`src/rtl/mem_arbiter_pkg.sv`:
```
// Shared types and helpers for the unified main-memory arbiter.
// State and owner encodings, the streak-counter width and the saturating streak increment.
package mem_arbiter_pkg;

  localparam int STREAK_W = 4;

  typedef enum logic [1:0] {
    ARB_IDLE   = 2'b00,
    ARB_I_BUSY = 2'b01,
    ARB_D_BUSY = 2'b10,
    ARB_RESP   = 2'b11
  } arb_state_e;

  typedef enum logic {
    OWN_I = 1'b0,
    OWN_D = 1'b1
  } arb_owner_e;

  // Saturating increment of the consecutive-D-grant counter.
  function automatic logic [STREAK_W-1:0] streak_sat_inc(
    input logic [STREAK_W-1:0] cur,
    input logic [STREAK_W-1:0] lim
  );
    logic [STREAK_W-1:0] res;
    if (cur >= lim) begin
      res = lim;
    end else begin
      res = cur + 4'd1;
    end
    return res;
  endfunction

endpackage

```
`src/rtl/mem_arbiter_if.sv`:
```
// Bundle of the I-side, D-side and main-memory signals around the arbiter.
// The slave modport is the arbiter's view; master is the view of its environment.
interface mem_arbiter_if #(
  parameter int ADDR_W = 14,
  parameter int LINE_W = 64
);
  logic              i_req;
  logic [ADDR_W-1:0] i_addr;
  logic [LINE_W-1:0] i_rdata;
  logic              i_rdy;
  logic              d_req;
  logic              d_we;
  logic [ADDR_W-1:0] d_addr;
  logic [LINE_W-1:0] d_wdata;
  logic [LINE_W-1:0] d_rdata;
  logic              d_rdy;
  logic              mem_re;
  logic              mem_we;
  logic [ADDR_W-1:0] mem_addr;
  logic [LINE_W-1:0] mem_wdata;
  logic [LINE_W-1:0] mem_rdata;
  logic              mem_rdy;

  modport slave (
    input  i_req, i_addr, d_req, d_we, d_addr, d_wdata, mem_rdata, mem_rdy,
    output i_rdata, i_rdy, d_rdata, d_rdy, mem_re, mem_we, mem_addr, mem_wdata
  );

  modport master (
    output i_req, i_addr, d_req, d_we, d_addr, d_wdata, mem_rdata, mem_rdy,
    input  i_rdata, i_rdy, d_rdata, d_rdy, mem_re, mem_we, mem_addr, mem_wdata
  );
endinterface

```
`src/rtl/mem_arbiter_grant.sv`:
```
// Combinational winner select: D wins unless I is waiting and D has used up its streak.
module mem_arbiter_grant
  import mem_arbiter_pkg::*;
#(
  parameter int STARVE_LIM = 4
) (
  input  logic                i_req,
  input  logic                d_req,
  input  logic [STREAK_W-1:0] d_streak,
  output logic                grant_i,
  output logic                grant_d
);

  localparam logic [STREAK_W-1:0] LIM_C = STREAK_W'(STARVE_LIM);

  // Priority select with starvation override.
  always_comb begin
    grant_i = 1'b0;
    grant_d = 1'b0;
    if (d_req && (!i_req || (d_streak < LIM_C))) begin
      grant_d = 1'b1;
    end else if (i_req) begin
      grant_i = 1'b1;
    end else begin
      grant_i = 1'b0;
      grant_d = 1'b0;
    end
  end

endmodule

```
`src/rtl/mem_arbiter.sv`:
```
// Unified main-memory arbiter between I-cache fill and D-cache miss/write-back paths.
module mem_arbiter
  import mem_arbiter_pkg::*;
#(
  parameter int ADDR_W     = 14,
  parameter int LINE_W     = 64,
  parameter int STARVE_LIM = 4
) (
  input logic          clk,
  input logic          rst_n,
  mem_arbiter_if.slave bus
);

  localparam logic [STREAK_W-1:0] LIM_C = STREAK_W'(STARVE_LIM);

  arb_state_e          state_r, state_nx_s;
  arb_owner_e          owner_r, owner_nx_s;
  logic [STREAK_W-1:0] d_streak_r, d_streak_nx_s;
  logic                mem_re_r, mem_re_nx_s;
  logic                mem_we_r, mem_we_nx_s;
  logic [ADDR_W-1:0]   mem_addr_r, mem_addr_nx_s;
  logic [LINE_W-1:0]   mem_wdata_r, mem_wdata_nx_s;
  logic [LINE_W-1:0]   i_rdata_r, i_rdata_nx_s;
  logic [LINE_W-1:0]   d_rdata_r, d_rdata_nx_s;
  logic                i_rdy_r, i_rdy_nx_s;
  logic                d_rdy_r, d_rdy_nx_s;
  logic                grant_i_s, grant_d_s;

  mem_arbiter_grant #(.STARVE_LIM(STARVE_LIM)) u_grant (
    .i_req    (bus.i_req),
    .d_req    (bus.d_req),
    .d_streak (d_streak_r),
    .grant_i  (grant_i_s),
    .grant_d  (grant_d_s)
  );

  // State register.
  always_ff @(posedge clk or negedge rst_n) begin
    if (!rst_n) begin
      state_r <= ARB_IDLE;
    end else begin
      state_r <= state_nx_s;
    end
  end

  // Next-state logic; requests are only looked at in IDLE.
  always_comb begin
    state_nx_s = state_r;
    case (state_r)
      ARB_IDLE: begin
        if (grant_d_s) begin
          state_nx_s = ARB_D_BUSY;
        end else if (grant_i_s) begin
          state_nx_s = ARB_I_BUSY;
        end else begin
          state_nx_s = ARB_IDLE;
        end
      end
      ARB_I_BUSY, ARB_D_BUSY: begin
        if (bus.mem_rdy) begin
          state_nx_s = ARB_RESP;
        end else begin
          state_nx_s = state_r;
        end
      end
      ARB_RESP: state_nx_s = ARB_IDLE;
      default:  state_nx_s = ARB_IDLE;
    endcase
  end

  // Next values of the registered outputs, owner and streak counter.
  always_comb begin
    owner_nx_s     = owner_r;
    d_streak_nx_s  = d_streak_r;
    mem_re_nx_s    = mem_re_r;
    mem_we_nx_s    = mem_we_r;
    mem_addr_nx_s  = mem_addr_r;
    mem_wdata_nx_s = mem_wdata_r;
    i_rdata_nx_s   = i_rdata_r;
    d_rdata_nx_s   = d_rdata_r;
    i_rdy_nx_s     = 1'b0;
    d_rdy_nx_s     = 1'b0;
    case (state_r)
      ARB_IDLE: begin
        if (grant_d_s) begin
          owner_nx_s     = OWN_D;
          mem_addr_nx_s  = bus.d_addr;
          mem_wdata_nx_s = bus.d_wdata;
          mem_we_nx_s    = bus.d_we;
          mem_re_nx_s    = ~bus.d_we;
          if (bus.i_req) begin
            d_streak_nx_s = streak_sat_inc(d_streak_r, LIM_C);
          end else begin
            d_streak_nx_s = 4'd0;
          end
        end else if (grant_i_s) begin
          owner_nx_s    = OWN_I;
          mem_addr_nx_s = bus.i_addr;
          mem_re_nx_s   = 1'b1;
          mem_we_nx_s   = 1'b0;
          d_streak_nx_s = 4'd0;
        end else begin
          mem_re_nx_s = 1'b0;
          mem_we_nx_s = 1'b0;
        end
      end
      ARB_I_BUSY, ARB_D_BUSY: begin
        if (bus.mem_rdy) begin
          mem_re_nx_s = 1'b0;
          mem_we_nx_s = 1'b0;
          // Only reads update the owner's rdata; a write-back leaves d_rdata alone.
          if (owner_r == OWN_D) begin
            d_rdy_nx_s = 1'b1;
            if (mem_re_r) begin
              d_rdata_nx_s = bus.mem_rdata;
            end else begin
              d_rdata_nx_s = d_rdata_r;
            end
          end else begin
            i_rdy_nx_s = 1'b1;
            if (mem_re_r) begin
              i_rdata_nx_s = bus.mem_rdata;
            end else begin
              i_rdata_nx_s = i_rdata_r;
            end
          end
        end else begin
          mem_re_nx_s = mem_re_r;
          mem_we_nx_s = mem_we_r;
        end
      end
      ARB_RESP: begin
        mem_re_nx_s = 1'b0;
        mem_we_nx_s = 1'b0;
      end
      default: begin
        mem_re_nx_s = 1'b0;
        mem_we_nx_s = 1'b0;
      end
    endcase
  end

  // Output, owner and streak registers.
  always_ff @(posedge clk or negedge rst_n) begin
    if (!rst_n) begin
      owner_r     <= OWN_I;
      d_streak_r  <= 4'd0;
      mem_re_r    <= 1'b0;
      mem_we_r    <= 1'b0;
      mem_addr_r  <= '0;
      mem_wdata_r <= '0;
      i_rdata_r   <= '0;
      d_rdata_r   <= '0;
      i_rdy_r     <= 1'b0;
      d_rdy_r     <= 1'b0;
    end else begin
      owner_r     <= owner_nx_s;
      d_streak_r  <= d_streak_nx_s;
      mem_re_r    <= mem_re_nx_s;
      mem_we_r    <= mem_we_nx_s;
      mem_addr_r  <= mem_addr_nx_s;
      mem_wdata_r <= mem_wdata_nx_s;
      i_rdata_r   <= i_rdata_nx_s;
      d_rdata_r   <= d_rdata_nx_s;
      i_rdy_r     <= i_rdy_nx_s;
      d_rdy_r     <= d_rdy_nx_s;
    end
  end

  assign bus.mem_re    = mem_re_r;
  assign bus.mem_we    = mem_we_r;
  assign bus.mem_addr  = mem_addr_r;
  assign bus.mem_wdata = mem_wdata_r;
  assign bus.i_rdata   = i_rdata_r;
  assign bus.d_rdata   = d_rdata_r;
  assign bus.i_rdy     = i_rdy_r;
  assign bus.d_rdy     = d_rdy_r;

endmodule

```
`src/flat_wrapper.sv`:
```
// flat-port wrapper written by rule: the top's interface ports become plain ports
module mem_arbiter_flat import mem_arbiter_pkg::*;
#(
  parameter int ADDR_W     = 14,
  parameter int LINE_W     = 64,
  parameter int STARVE_LIM = 4
)
  (clk, rst_n, bus_i_req, bus_i_addr, bus_d_req, bus_d_we, bus_d_addr, bus_d_wdata, bus_mem_rdata, bus_mem_rdy, bus_i_rdata, bus_i_rdy, bus_d_rdata, bus_d_rdy, bus_mem_re, bus_mem_we, bus_mem_addr, bus_mem_wdata);
  mem_arbiter_if #(.ADDR_W(ADDR_W), .LINE_W(LINE_W)) bus_i ();
  input logic clk;
  input logic rst_n;
  input wire logic [$bits(bus_i.i_req)-1:0] bus_i_req;
  input wire logic [$bits(bus_i.i_addr)-1:0] bus_i_addr;
  input wire logic [$bits(bus_i.d_req)-1:0] bus_d_req;
  input wire logic [$bits(bus_i.d_we)-1:0] bus_d_we;
  input wire logic [$bits(bus_i.d_addr)-1:0] bus_d_addr;
  input wire logic [$bits(bus_i.d_wdata)-1:0] bus_d_wdata;
  input wire logic [$bits(bus_i.mem_rdata)-1:0] bus_mem_rdata;
  input wire logic [$bits(bus_i.mem_rdy)-1:0] bus_mem_rdy;
  output wire logic [$bits(bus_i.i_rdata)-1:0] bus_i_rdata;
  output wire logic [$bits(bus_i.i_rdy)-1:0] bus_i_rdy;
  output wire logic [$bits(bus_i.d_rdata)-1:0] bus_d_rdata;
  output wire logic [$bits(bus_i.d_rdy)-1:0] bus_d_rdy;
  output wire logic [$bits(bus_i.mem_re)-1:0] bus_mem_re;
  output wire logic [$bits(bus_i.mem_we)-1:0] bus_mem_we;
  output wire logic [$bits(bus_i.mem_addr)-1:0] bus_mem_addr;
  output wire logic [$bits(bus_i.mem_wdata)-1:0] bus_mem_wdata;
  assign bus_i.i_req = bus_i_req;
  assign bus_i.i_addr = bus_i_addr;
  assign bus_i.d_req = bus_d_req;
  assign bus_i.d_we = bus_d_we;
  assign bus_i.d_addr = bus_d_addr;
  assign bus_i.d_wdata = bus_d_wdata;
  assign bus_i.mem_rdata = bus_mem_rdata;
  assign bus_i.mem_rdy = bus_mem_rdy;
  assign bus_i_rdata = bus_i.i_rdata;
  assign bus_i_rdy = bus_i.i_rdy;
  assign bus_d_rdata = bus_i.d_rdata;
  assign bus_d_rdy = bus_i.d_rdy;
  assign bus_mem_re = bus_i.mem_re;
  assign bus_mem_we = bus_i.mem_we;
  assign bus_mem_addr = bus_i.mem_addr;
  assign bus_mem_wdata = bus_i.mem_wdata;
  mem_arbiter #(.ADDR_W(ADDR_W), .LINE_W(LINE_W), .STARVE_LIM(STARVE_LIM)) u_core (.clk(clk), .rst_n(rst_n), .bus(bus_i));
endmodule
```
`config.mk`:
```
export PLATFORM = sky130hd
export DESIGN_NAME = mem_arbiter_flat
export DESIGN_NICKNAME = d
export VERILOG_FILES = /design/src/rtl/mem_arbiter_pkg.sv /design/src/rtl/mem_arbiter_if.sv /design/src/rtl/mem_arbiter_grant.sv /design/src/rtl/mem_arbiter.sv /design/src/flat_wrapper.sv
export SDC_FILE = /design/constraint.sdc
export NUM_CORES = 1
export LEC_CHECK = 0
export BUFFER_PORTS_ARGS = -buffer_cell sky130_fd_sc_hd__buf_2
export CAP_MARGIN = 30
export CELL_PAD_IN_SITES_DETAIL_PLACEMENT = 0
export CELL_PAD_IN_SITES_GLOBAL_PLACEMENT = 1
export CORE_MARGIN = 1
export CORE_UTILIZATION = 38
export DETAILED_ROUTE_END_ITERATION = 8
export HOLD_SLACK_MARGIN = 0.12
export PLACE_DENSITY = 0.87
export SYNTH_ARGS = -nofsm -noshare
export SYNTH_HDL_FRONTEND = slang
export SYNTH_SLANG_ARGS = --single-unit
export TNS_END_PERCENT = 50
```
`constraint.sdc`:
```
create_clock -name clk -period 2 [get_ports clk]
set_input_delay 0.2 -clock clk [delete_from_list [all_inputs] [get_ports clk]]
set_output_delay 0.2 -clock clk [all_outputs]
set_load 0.005 [all_outputs]
```
==> key figures, run 1 <==
Global routing
  – Global-route congestion overflow total: 0
  – GRT Util Overall: 21.0%
  – Initial antenna violation count: 1
  – Vias in the first global route: 7411
  – First-pass GRT wire length: 39.4 mm
  – Pin count of the biggest net entering global routing: 64

Clock tree
  – Clock transition at path regs: 0.06 ns
  – CTS max path bufs: 3
  – Max H-tree Level: 1
  – Post_cts resized: 0
  – CTS sink cnt: 217
  – Worst skew pair latency: 0.50 ns
  – CTS root buffer: clkbuf_16
  – CTS tree: done
  – # Post-CTS Setup Buffers: 0
  – Hold Buf Count CTS: 161
  – Num CTS Buffers: 24

Routing
  – Met3 wire len: 1.77 mm
  – Met2 WL post-DR: 12.3 mm
  – Final Routed Wirelength: 24.1 mm
  – Iteration-0 DRC Markers: 254
  – Uppermost layer routed: met4
  – Routed len/inst: 17.5 µm
  – Avg Vias per Cell: 4.80
  – Antenna-violating nets left: 0
  – Detailed-route via count: 6605
  – DRC violations left: 27
  – M1 WL: 8.91 mm
  – Drt pass-1 iters: 9

Final layout
  – Area Overhead vs Synth: 53.3%
  – Post-layout util: 59.9%
  – Most frequent cells in the layout: buf_2 (370), dfrtp_1 (217), dlygate4sd3_1 (161), mux2_2 (144), mux2_4 (49)
  – Reg area: 5430 µm²
  – Share of cells above drive strength 1: 57.5%
  – # fillers: 1691
  – Nets@finish: 1245
  – Multi-input gate area: 2910 µm²
  – Commonest non-fill, non-tap cell in the layout: buf_2

Die
  – # rows: 54
  – Die X: 153 µm
  – Core box area: 22000 µm²
  – Starting Density: 39.1%
  – Die height: 153 µm
  – Number of top-level pins: 372
  – Die Area: 23300 µm²

Timing
  – RSZ-0062 raised after global routing: false
  – Setup Viol. Count Final: 0
  – Worst Skew: 0.00615 ns
  – Highest Clock Rate: 538 MHz
  – Setup ws final: 0.140 ns
  – Setup TNS Final: 0 ns
  – Worst Hold Slack: 0.232 ns
  – Fin crit share: 93.0%
  – Period minus WS final: 1.86 ns
  – Number of max-slew violations in the final report: 0
  – Final hold viol count: 0
  – Rel. slew slack: 48.9%
  – Slew at the pin with the worst max-slew slack: 0.767 ns

Job
  – Maxcap violations: 0

Synth
  – Yosys cell types: 35
  – Post-synthesis sequential area ratio: 63.0%
  – Post-synth top flop: dfrtp_1
  – Mapped Area: 8610 µm²
  – Synthesized instance count: 532
  – #FFs+latches synth: 217
  – Avg Cell Area, Syn: 16.2 µm²
  – Syn Nets: 697
  – Post-synth ARST share: 100%
  – Post-synth EDFFs: 0
  – Warnings, synthesis: 0

Status
  – Outcome: complete, but fails checks
  – Failing checks: design-rule violations

Place
  – IO Port Bufs: 371
  – Global placer's final weighted congestion: 0.779
  – Pre-CTS setup slack: 0.162 ns
  – HPWL Detailed: 15.4 mm

Critical path
  – Crit path largest cell delay: 0.38 ns
  – Critical Path, Cell by Cell: inv_1 -> ha_1 -> and3b_2 -> nand2_2 -> buf_12 -> mux2_2
  – CP Max Fanout: 38
  – Crit path kind: reg2reg
  – Worst EP arrival: 2.24 ns
  – CP Capture Type: flop
  – RR Startpoint: u_core.state_r[0]
  – WP data required: 2.38 ns
  – Critical Path Start Type: flop
  – CP Launch Point: u_core.state_r[0]
  – CP max stage cell: mux2_2

Power
  – LEAKAGE: 6.60 nW
  – Worst vdd ir: 0.000700 V
  – Power density over the cells: 1420 nW/µm²

Hold path
  – Min-delay src: bus_i_req
  – Worst Hold Class: in2reg
## report_power, final
part	total (W)	internal [W]	switching, W
combinational	0.00688	0.00408	0.00281
sequential	0.00763	0.00652	0.00111
clock	0.00429	0.00255	0.00174
total	0.0188	0.0131	0.00565
## logic make-up after synthesis
logic type | Yosys count | share of synthesized area (%)
buffers and inverters | 31 | 3.20
DFF | 217 | 63.0
AOI/OAI and AO/OA | 27 | 2.41
muxes | 193 | 27.4
and+or+nand+nor | 61 | 3.54
adders and majority gates | 3 | 0.436
## cells in the mapped netlist (2+ instances only)
master	instances	area share, %
buf_6	11	1.4
a22o_1	2	0.20
ha_1	3	0.44
mux2_4	49	8.5
nand2_2	2	0.15
clkbuf_1	4	0.17
and2_1	2	0.15
nand4_1	15	1.1
dfrtp_1	217	63
inv_1	2	0.087
nand2_1	31	1.4
buf_1	2	0.087
o211ai_1	14	1.2
buf_2	4	0.23
o21ai_2	2	0.20
nor2_1	4	0.17
mux2_2	144	19
clkbuf_8	7	1.1
## area by class of cell
cell class | instances | area share [%]
timing repair buffer | 551 | 28.3
sequential | 217 | 41.1
clock inverter | 10 | 0.607
inverter | 2 | 0.0569
antenna | 1 | 0.0190
multi-input combinational | 284 | 22.0
clock buffer | 32 | 5.24
tap | 280 | 2.65
## through the flow
| step | cell area (µm²) | total power [W] | std cells |
|---|---|---|---|
| 3_3_place_gp | 10800 | 0.0140 | 1173 |
| 3_5_place_dp | 10800 | 0.0142 | 1173 |
| 5_1_grt | 13200 | 0.0199 | 1377 |
| 2_1_floorplan | 8610 | 0.0111 | 532 |
| 4_1_cts | 13200 | 0.0188 | 1376 |
| 6_report | 13200 | 0.0188 | 1377 |
## state kept, by name, summed over array words and instances (netlist names)
signal and flops:
u_core.bus.d_rdata 64, u_core.bus.d_rdy 1, u_core.bus.i_rdata 64, u_core.bus.i_rdy 1
u_core.bus.mem_addr 14, u_core.bus.mem_re 1, u_core.bus.mem_wdata 64, u_core.bus.mem_we 1
u_core.d_streak_r 4, u_core.owner_r 1, u_core.state_r 2
## routing by layer
layer	global-route usage, %	vias up
met2	37.2	307
met4	10.5	0
met3	4.86	89
met5	0	-
met1	23.7	3229
li1	-	2980
## path summary, 6_finish.rpt
kind	endpoint	slack, ns	cells after the start
worst max-delay path	u_core.bus.i_rdata[3]	0.14	6
worst min-delay path	u_core.bus.mem_re	0.23	4
worst max register to register	u_core.bus.i_rdata[3]	0.14	6
worst min register to register	u_core.bus.mem_we	0.50	2
max in group asynchronous	u_core.bus.i_rdata[12]	1.09	3
min in group asynchronous	u_core.bus.mem_wdata[8]	0.28	2
## worst max-delay path: cells and delay by family, from the launching register on
kind                       cells  cell delay (ns)
adders and majority gates      1             0.32
buffers and inverters          2             0.29
DFF                            1             0.34
muxes                          1             0.38
and+or+nand+nor                2             0.37
No activity file was read; power rests on OpenSTA's default activity.
==> run 2: changes to the inputs <==
--- a/config.mk
+++ b/config.mk
@@ -10,10 +10,10 @@
 export CELL_PAD_IN_SITES_DETAIL_PLACEMENT = 0
 export CELL_PAD_IN_SITES_GLOBAL_PLACEMENT = 1
 export CORE_MARGIN = 1
-export CORE_UTILIZATION = 38
+export CORE_UTILIZATION = 30
 export DETAILED_ROUTE_END_ITERATION = 8
 export HOLD_SLACK_MARGIN = 0.12
-export PLACE_DENSITY = 0.87
+export PLACE_DENSITY = 0.72
 export SYNTH_ARGS = -nofsm -noshare
 export SYNTH_HDL_FRONTEND = slang
 export SYNTH_SLANG_ARGS = --single-unit
==> key figures, run 2 (synthesized netlist as in run 1, its figures left out) <==
Critical path
  – Crit path kind: reg2reg
  – CP Capture Type: flop
  – CP bufs+invs: 3 (+1)
  – Critical Path Start Type: flop
  – WP data required: 2.38 ns (about the same)
  – CP max stage cell: dlygate4sd3_1
  – Crit-path leading delay family: buffers and inverters
  – Worst EP arrival: 2.25 ns (about the same)
  – CP Max Fanout: 5 (-87%)
  – Crit path largest cell delay: 0.56 ns (+0.18 ns)
  – Critical Path, Cell by Cell: inv_1 -> ha_1 -> buf_4 -> nor2b_2 -> nand2_1 -> o21ai_0 -> dlygate4sd3_1

Clock tree
  – CTS sink cnt: 217 (unchanged)
  – Worst skew pair latency: 0.52 ns (+0.02 ns)
  – CTS tree: done
  – Num CTS Buffers: 24 (unchanged)
  – Max H-tree Level: 1 (unchanged)
  – # Post-CTS Setup Buffers: 0 (unchanged)
  – CTS max path bufs: 3 (unchanged)
  – Clock transition at path regs: 0.06 ns (about the same)
  – CTS root buffer: clkbuf_16

Timing
  – Setup Viol. Count Final: 0 (unchanged)
  – RSZ-0062 raised after global routing: false
  – Number of max-slew violations in the final report: 0 (unchanged)
  – Slew at the pin with the worst max-slew slack: 0.835 ns (+0.0680 ns)
  – Worst Skew: 0.0255 ns (+0.0193 ns)
  – Setup TNS Final: 0 ns (unchanged)
  – Rel. slew slack: 44.4% (-4.5 points)
  – Period minus WS final: 1.88 ns (+0.0163 ns)
  – Final hold viol count: 0 (unchanged)
  – Worst Hold Slack: 0.213 ns (-0.0196 ns)
  – Fin crit share: 93.8% (+0.81 points)
  – Highest Clock Rate: 533 MHz (-0.87%)

Die
  – Die X: 171 µm (+12%)
  – Die Area: 29400 µm² (+26%)
  – Starting Density: 30.7% (-8.4 points)
  – Die height: 171 µm (+12%)
  – Number of top-level pins: 372 (unchanged)
  – # rows: 61 (+13%)
  – Core box area: 28000 µm² (+27%)

Place
  – HPWL Detailed: 15.3 mm (-0.74%)
  – Global placer's final weighted congestion: 0.728 (-6.5%)
  – Placed inst area: 10900 µm² (+1.2%)
  – Post-placement cell count: 1273 (+8.5%)
  – IO Port Bufs: 371 (unchanged)

Final layout
  – Nets@finish: 1246 (+0.080%)
  – Non-filler cells, final: 1474 (+7.0%)
  – # diodes: 0 (-1)
  – Finished Cell Area: 13300 µm² (+1.1%)
  – Share of cells above drive strength 1: 57.6% (+0.091 points)
  – Most frequent cells in the layout: buf_2 (370), dfrtp_1 (217), dlygate4sd3_1 (160), mux2_2 (144), mux2_4 (49)
  – Area Overhead vs Synth: 55.0%
  – Commonest non-fill, non-tap cell in the layout: buf_2
  – Post-layout util: 47.7% (-12 points)

Power
  – Clk pwr share: 23.5% (+0.7 points)
  – Gate power share: 36.2% (-0.4 points)
  – Sw Share: 29.0% (-1.0 points)
  – LEAKAGE: 6.63 nW (+0.47%)
  – Switch Pwr: 0.00544 W (-3.7%)
  – Internal power: 0.0133 W (+1.2%)
  – Worst vdd ir: 0.000600 V (-14%)
  – Power density over the cells: 1400 nW/µm² (-1.4%)
  – Flop pwr share: 40.3% (-0.3 points)

Global routing
  – Global-route congestion overflow total: 0 (unchanged)
  – Vias in the first global route: 6843 (-7.7%)
  – GRT Util Overall: 15.2% (-5.8 points)
  – Initial antenna violation count: 0 (-1)
  – Pin count of the biggest net entering global routing: 56 (-13%)
  – First-pass GRT wire length: 35.6 mm (-9.7%)

Routing
  – Antenna-violating nets left: 0 (unchanged)
  – Iteration-0 DRC Markers: 193 (-24%)
  – DRC violations left: 0 (-100%)
  – Routed len/inst: 15.5 µm (-12%)
  – Final Routed Wirelength: 22.8 mm (-5.4%)
  – Drt pass-1 iters: 4 (-5)
  – Avg Vias per Cell: 4.34 (-9.4%)
  – Detailed-route via count: 6404 (-3.0%)

Job
  – Maxcap violations: 0 (unchanged)

Status
  – Outcome: finished clean

Hold path
  – Worst Hold Class: in2reg
[run 2: layout make-up]
class                   count  area [µm²]
fillers                  2457       14700
flip-flops and latches    217        5430
repair buffers            552        3720
multi-input cells         284        2920
clock buffers              37         751
well taps                 378         473
clock inverters             4        47.5
inverters                   2        7.51
[run 2: worst min-delay path: cells and delay by family]
| family | cells | cell delay (ns) |
|---|---|---|
| buffers and inverters | 1 | 0.14 |
| AO/OA/AOI/OAI | 2 | 0.35 |
[run 2: metal layers]
| metal | share of wire, % | global-route usage, % |
|---|---|---|
| met1 | 39 | 17.3 |
| met2 | 52 | 27.8 |
| met4 | 2.1 | 4.15 |
| met5 | 0 | 0 |
| met3 | 7.2 | 3.75 |
[run 2: per-stage QoR]
stage / setup WS (ns) / power, W
after floorplan: 0.221 / 0.0111
after global placement: 0.212 / 0.0141
after detailed placement: 0.165 / 0.0142
after CTS: 0.0336 / 0.0190
after global routing: 0.0485 / 0.0200
final: 0.124 / 0.0187
[run 2: power groups by stage]
stage	registers, W	logic (W)	clock network [W]
floorplan	0.00775	0.00331	0
global placement	0.00755	0.00653	0
detailed placement	0.00760	0.00662	0
CTS	0.00756	0.00688	0.00455
global route	0.00783	0.00747	0.00471
finish	0.00755	0.00679	0.00440
[run 2: worst paths after layout]
check | from | end | slack (ns) | depth (start not counted)
min reg2reg | u_core.bus.mem_addr[0] | u_core.bus.mem_addr[0] | 0.49 | 2
max reg2reg | u_core.state_r[0] | u_core.bus.mem_we | 0.12 | 7
max in group asynchronous | rst_n | u_core.owner_r | 1.09 | 3
min in group asynchronous | rst_n | u_core.bus.i_rdata[13] | 0.24 | 2
min | bus_i_req | u_core.state_r[0] | 0.21 | 3
max | u_core.state_r[0] | u_core.bus.mem_we | 0.12 | 7
[run 2: timing repair]
action	in CTS	in global routing
setup endpoints to repair	0	1
hold buffers	160	0
hold endpoints to repair	413	0
resized for setup	0	1
==> run 3: changes to the inputs <==
--- a/config.mk
+++ b/config.mk
@@ -5,7 +5,7 @@
 export SDC_FILE = /design/constraint.sdc
 export NUM_CORES = 1
 export LEC_CHECK = 0
-export BUFFER_PORTS_ARGS = -buffer_cell sky130_fd_sc_hd__buf_2
+export BUFFER_PORTS_ARGS = -buffer_cell sky130_fd_sc_hd__buf_4
 export CAP_MARGIN = 30
 export CELL_PAD_IN_SITES_DETAIL_PLACEMENT = 0
 export CELL_PAD_IN_SITES_GLOBAL_PLACEMENT = 1
==> key figures, run 3 (synthesized netlist as in run 1, its figures left out) <==
Status
  – Outcome: finished clean

Critical path
  – CP Max Fanout: 17 (+12)
  – CP max stage cell: o21a_1
  – Worst EP arrival: 2.33 ns (+0.08 ns)
  – Crit-path leading delay family: compound AO/OA/AOI/OAI gates
  – Critical Path Start Type: flop
  – CP bufs+invs: 2 (-1)
  – CP Capture Type: flop
  – Crit path kind: reg2reg
  – WP data required: 2.42 ns (+0.04 ns)
  – Critical Path, Cell by Cell: inv_1 -> ha_1 -> buf_4 -> o21a_1 -> nand2_1 -> o211ai_1
  – Crit path largest cell delay: 0.50 ns (-0.06 ns)

Routing
  – Detailed-route via count: 6492 (+1.4%)
  – Avg Vias per Cell: 4.37 (+0.62%)
  – Iteration-0 DRC Markers: 178 (-7.8%)
  – Routed len/inst: 16.3 µm (+5.1%)
  – DRC violations left: 0 (unchanged)
  – Antenna-violating nets left: 0 (unchanged)
  – Final Routed Wirelength: 24.2 mm (+5.9%)
  – Drt pass-1 iters: 4 (unchanged)

Final layout
  – Nets@finish: 1253 (+0.56%)
  – # fillers: 2387 (-2.8%)
  – Area Overhead vs Synth: 66.9%
  – Share of cells above drive strength 1: 57.5% (-0.12 points)
  – Commonest non-fill, non-tap cell in the layout: buf_4
  – Most frequent cells in the layout: buf_4 (382), dfrtp_1 (217), dlygate4sd3_1 (163), mux2_2 (144), mux2_4 (49)
  – # diodes: 0 (unchanged)

Power
  – Flop pwr share: 38.3% (-2.0 points)
  – Internal power: 0.0144 W (+7.9%)
  – Switch Pwr: 0.00571 W (+5.0%)
  – Power, Total: 0.0201 W (+7.0%)
  – LEAKAGE: 6.94 nW (+4.6%)
  – Sw Share: 28.5% (-0.57 points)
  – Power density over the cells: 1400 nW/µm² (-0.58%)
  – Worst vdd ir: 0.000599 V (-0.31%)
  – Clk pwr share: 21.6% (-1.9 points)
  – Gate power share: 40.0% (+3.8 points)

Global routing
  – Initial antenna violation count: 0 (unchanged)
  – Pin count of the biggest net entering global routing: 68 (+21%)
  – First-pass GRT wire length: 37.3 mm (+4.8%)
  – Global-route congestion overflow total: 0 (unchanged)
  – GRT Util Overall: 16.0% (+0.88 points)
  – Vias in the first global route: 7068 (+3.3%)

Clock tree
  – CTS max path bufs: 3 (unchanged)
  – # Post-CTS Setup Buffers: 0 (unchanged)
  – CTS root buffer: clkbuf_16
  – Num CTS Buffers: 25 (+4.2%)
  – Clock transition at path regs: 0.06 ns (about the same)
  – Worst skew pair latency: 0.52 ns (about the same)
  – CTS sink cnt: 217 (unchanged)
  – Max H-tree Level: 1 (unchanged)
  – CTS tree: done

Timing
  – Period minus WS final: 1.90 ns (+0.0281 ns)
  – Slew at the pin with the worst max-slew slack: 0.818 ns (-0.0164 ns)
  – Setup Viol. Count Final: 0 (unchanged)
  – Number of max-slew violations in the final report: 0 (unchanged)
  – Rel. slew slack: 45.4% (+1.1 points)
  – Fin crit share: 95.2% (+1.4 points)
  – Worst Skew: 0.00992 ns (-0.0155 ns)
  – Worst Hold Slack: 0.153 ns (-0.0599 ns)
  – Highest Clock Rate: 525 MHz (-1.5%)
  – Setup TNS Final: 0 ns (unchanged)
  – Final hold viol count: 0 (unchanged)
  – RSZ-0062 raised after global routing: false

Die
  – Core box area: 28000 µm² (unchanged)
  – Starting Density: 30.7% (unchanged)
  – Die X: 171 µm (unchanged)
  – Die Area: 29400 µm² (unchanged)
  – Die height: 171 µm (unchanged)
  – # rows: 61 (unchanged)
  – Number of top-level pins: 372 (unchanged)

Job
  – Maxcap violations: 0 (unchanged)

Place
  – Global placer's final weighted congestion: 0.743 (+2.0%)
  – IO Port Bufs: 371 (unchanged)
  – HPWL Detailed: 16.3 mm (+6.4%)

Hold path
  – Worst Hold Class: in2reg
==> run 3: tightest hold or removal path: stages <==
cell and delay (ns):
buf_4 0.12, nor2_1 0.05, nor2_1 0.10, a32o_1 0.16
==> run 3: metrics by stage <==
stage / util [%] / cell area [µm²] / setup WS (ns) / instances
final: 51.3 / 14400 / 0.0960 / 1485
after global routing: 51.3 / 14400 / 0.00183 / 1485
after CTS: 51.3 / 14400 / 0.130 / 1485
after detailed placement: 42.6 / 11900 / 0.164 / 1276
after global placement: 42.6 / 11900 / 0.221 / 1276
after floorplan: - / 8610 / 0.221 / 532
==> run 3: metal layers <==
metal	vias to the layer above	global-route usage (%)	wire length [µm]	part of all wire [%]
met5	-	0	0	0
met4	0	5.86	744	3.1
met3	52	4.30	1720	7.1
met2	242	28.6	12200	51
met1	3180	18.3	9500	39
li1	3018	-	-	-
==> run 3: area by class of cell <==
cell class	instances	area (µm²)	share of cell area [%]
sequential	217	5430	37.8
timing repair buffer	558	4750	33.1
multi-input combinational	284	2910	20.3
clock buffer	38	744	5.18
tap	378	473	3.29
clock inverter	8	51.3	0.357
inverter	2	7.51	0.0522
==> run 3: repair_timing <==
item | CTS | global route
resized for setup | 0 | 0
hold endpoints to repair | 268 | 0
hold buffers | 163 | 0
==> run 3: power by group through the flow <==
stage	clock, W	combinational, W	sequential (W)
after floorplan	0	0.00331	0.00775
after global placement	0	0.00777	0.00766
after detailed placement	0	0.00785	0.00772
after CTS	0.00452	0.00814	0.00768
after global routing	0.00470	0.00870	0.00794
final	0.00434	0.00803	0.00769
==> run 3: final timing paths <==
check                                  start                 endpoint  slack (ns)  cells past startpoint
setup / recovery           u_core.state_r[0]   u_core.bus.mem_addr[9]         0.1                      6
hold / removal                     bus_i_req        u_core.bus.mem_re        0.15                      4
setup reg to reg           u_core.state_r[0]   u_core.bus.mem_addr[9]         0.1                      6
hold reg to reg            u_core.bus.mem_we        u_core.bus.mem_we        0.50                      2
max in group asynchronous              rst_n  u_core.bus.mem_wdata[6]        1.06                      3
min in group asynchronous              rst_n   u_core.bus.i_rdata[18]        0.28                      2
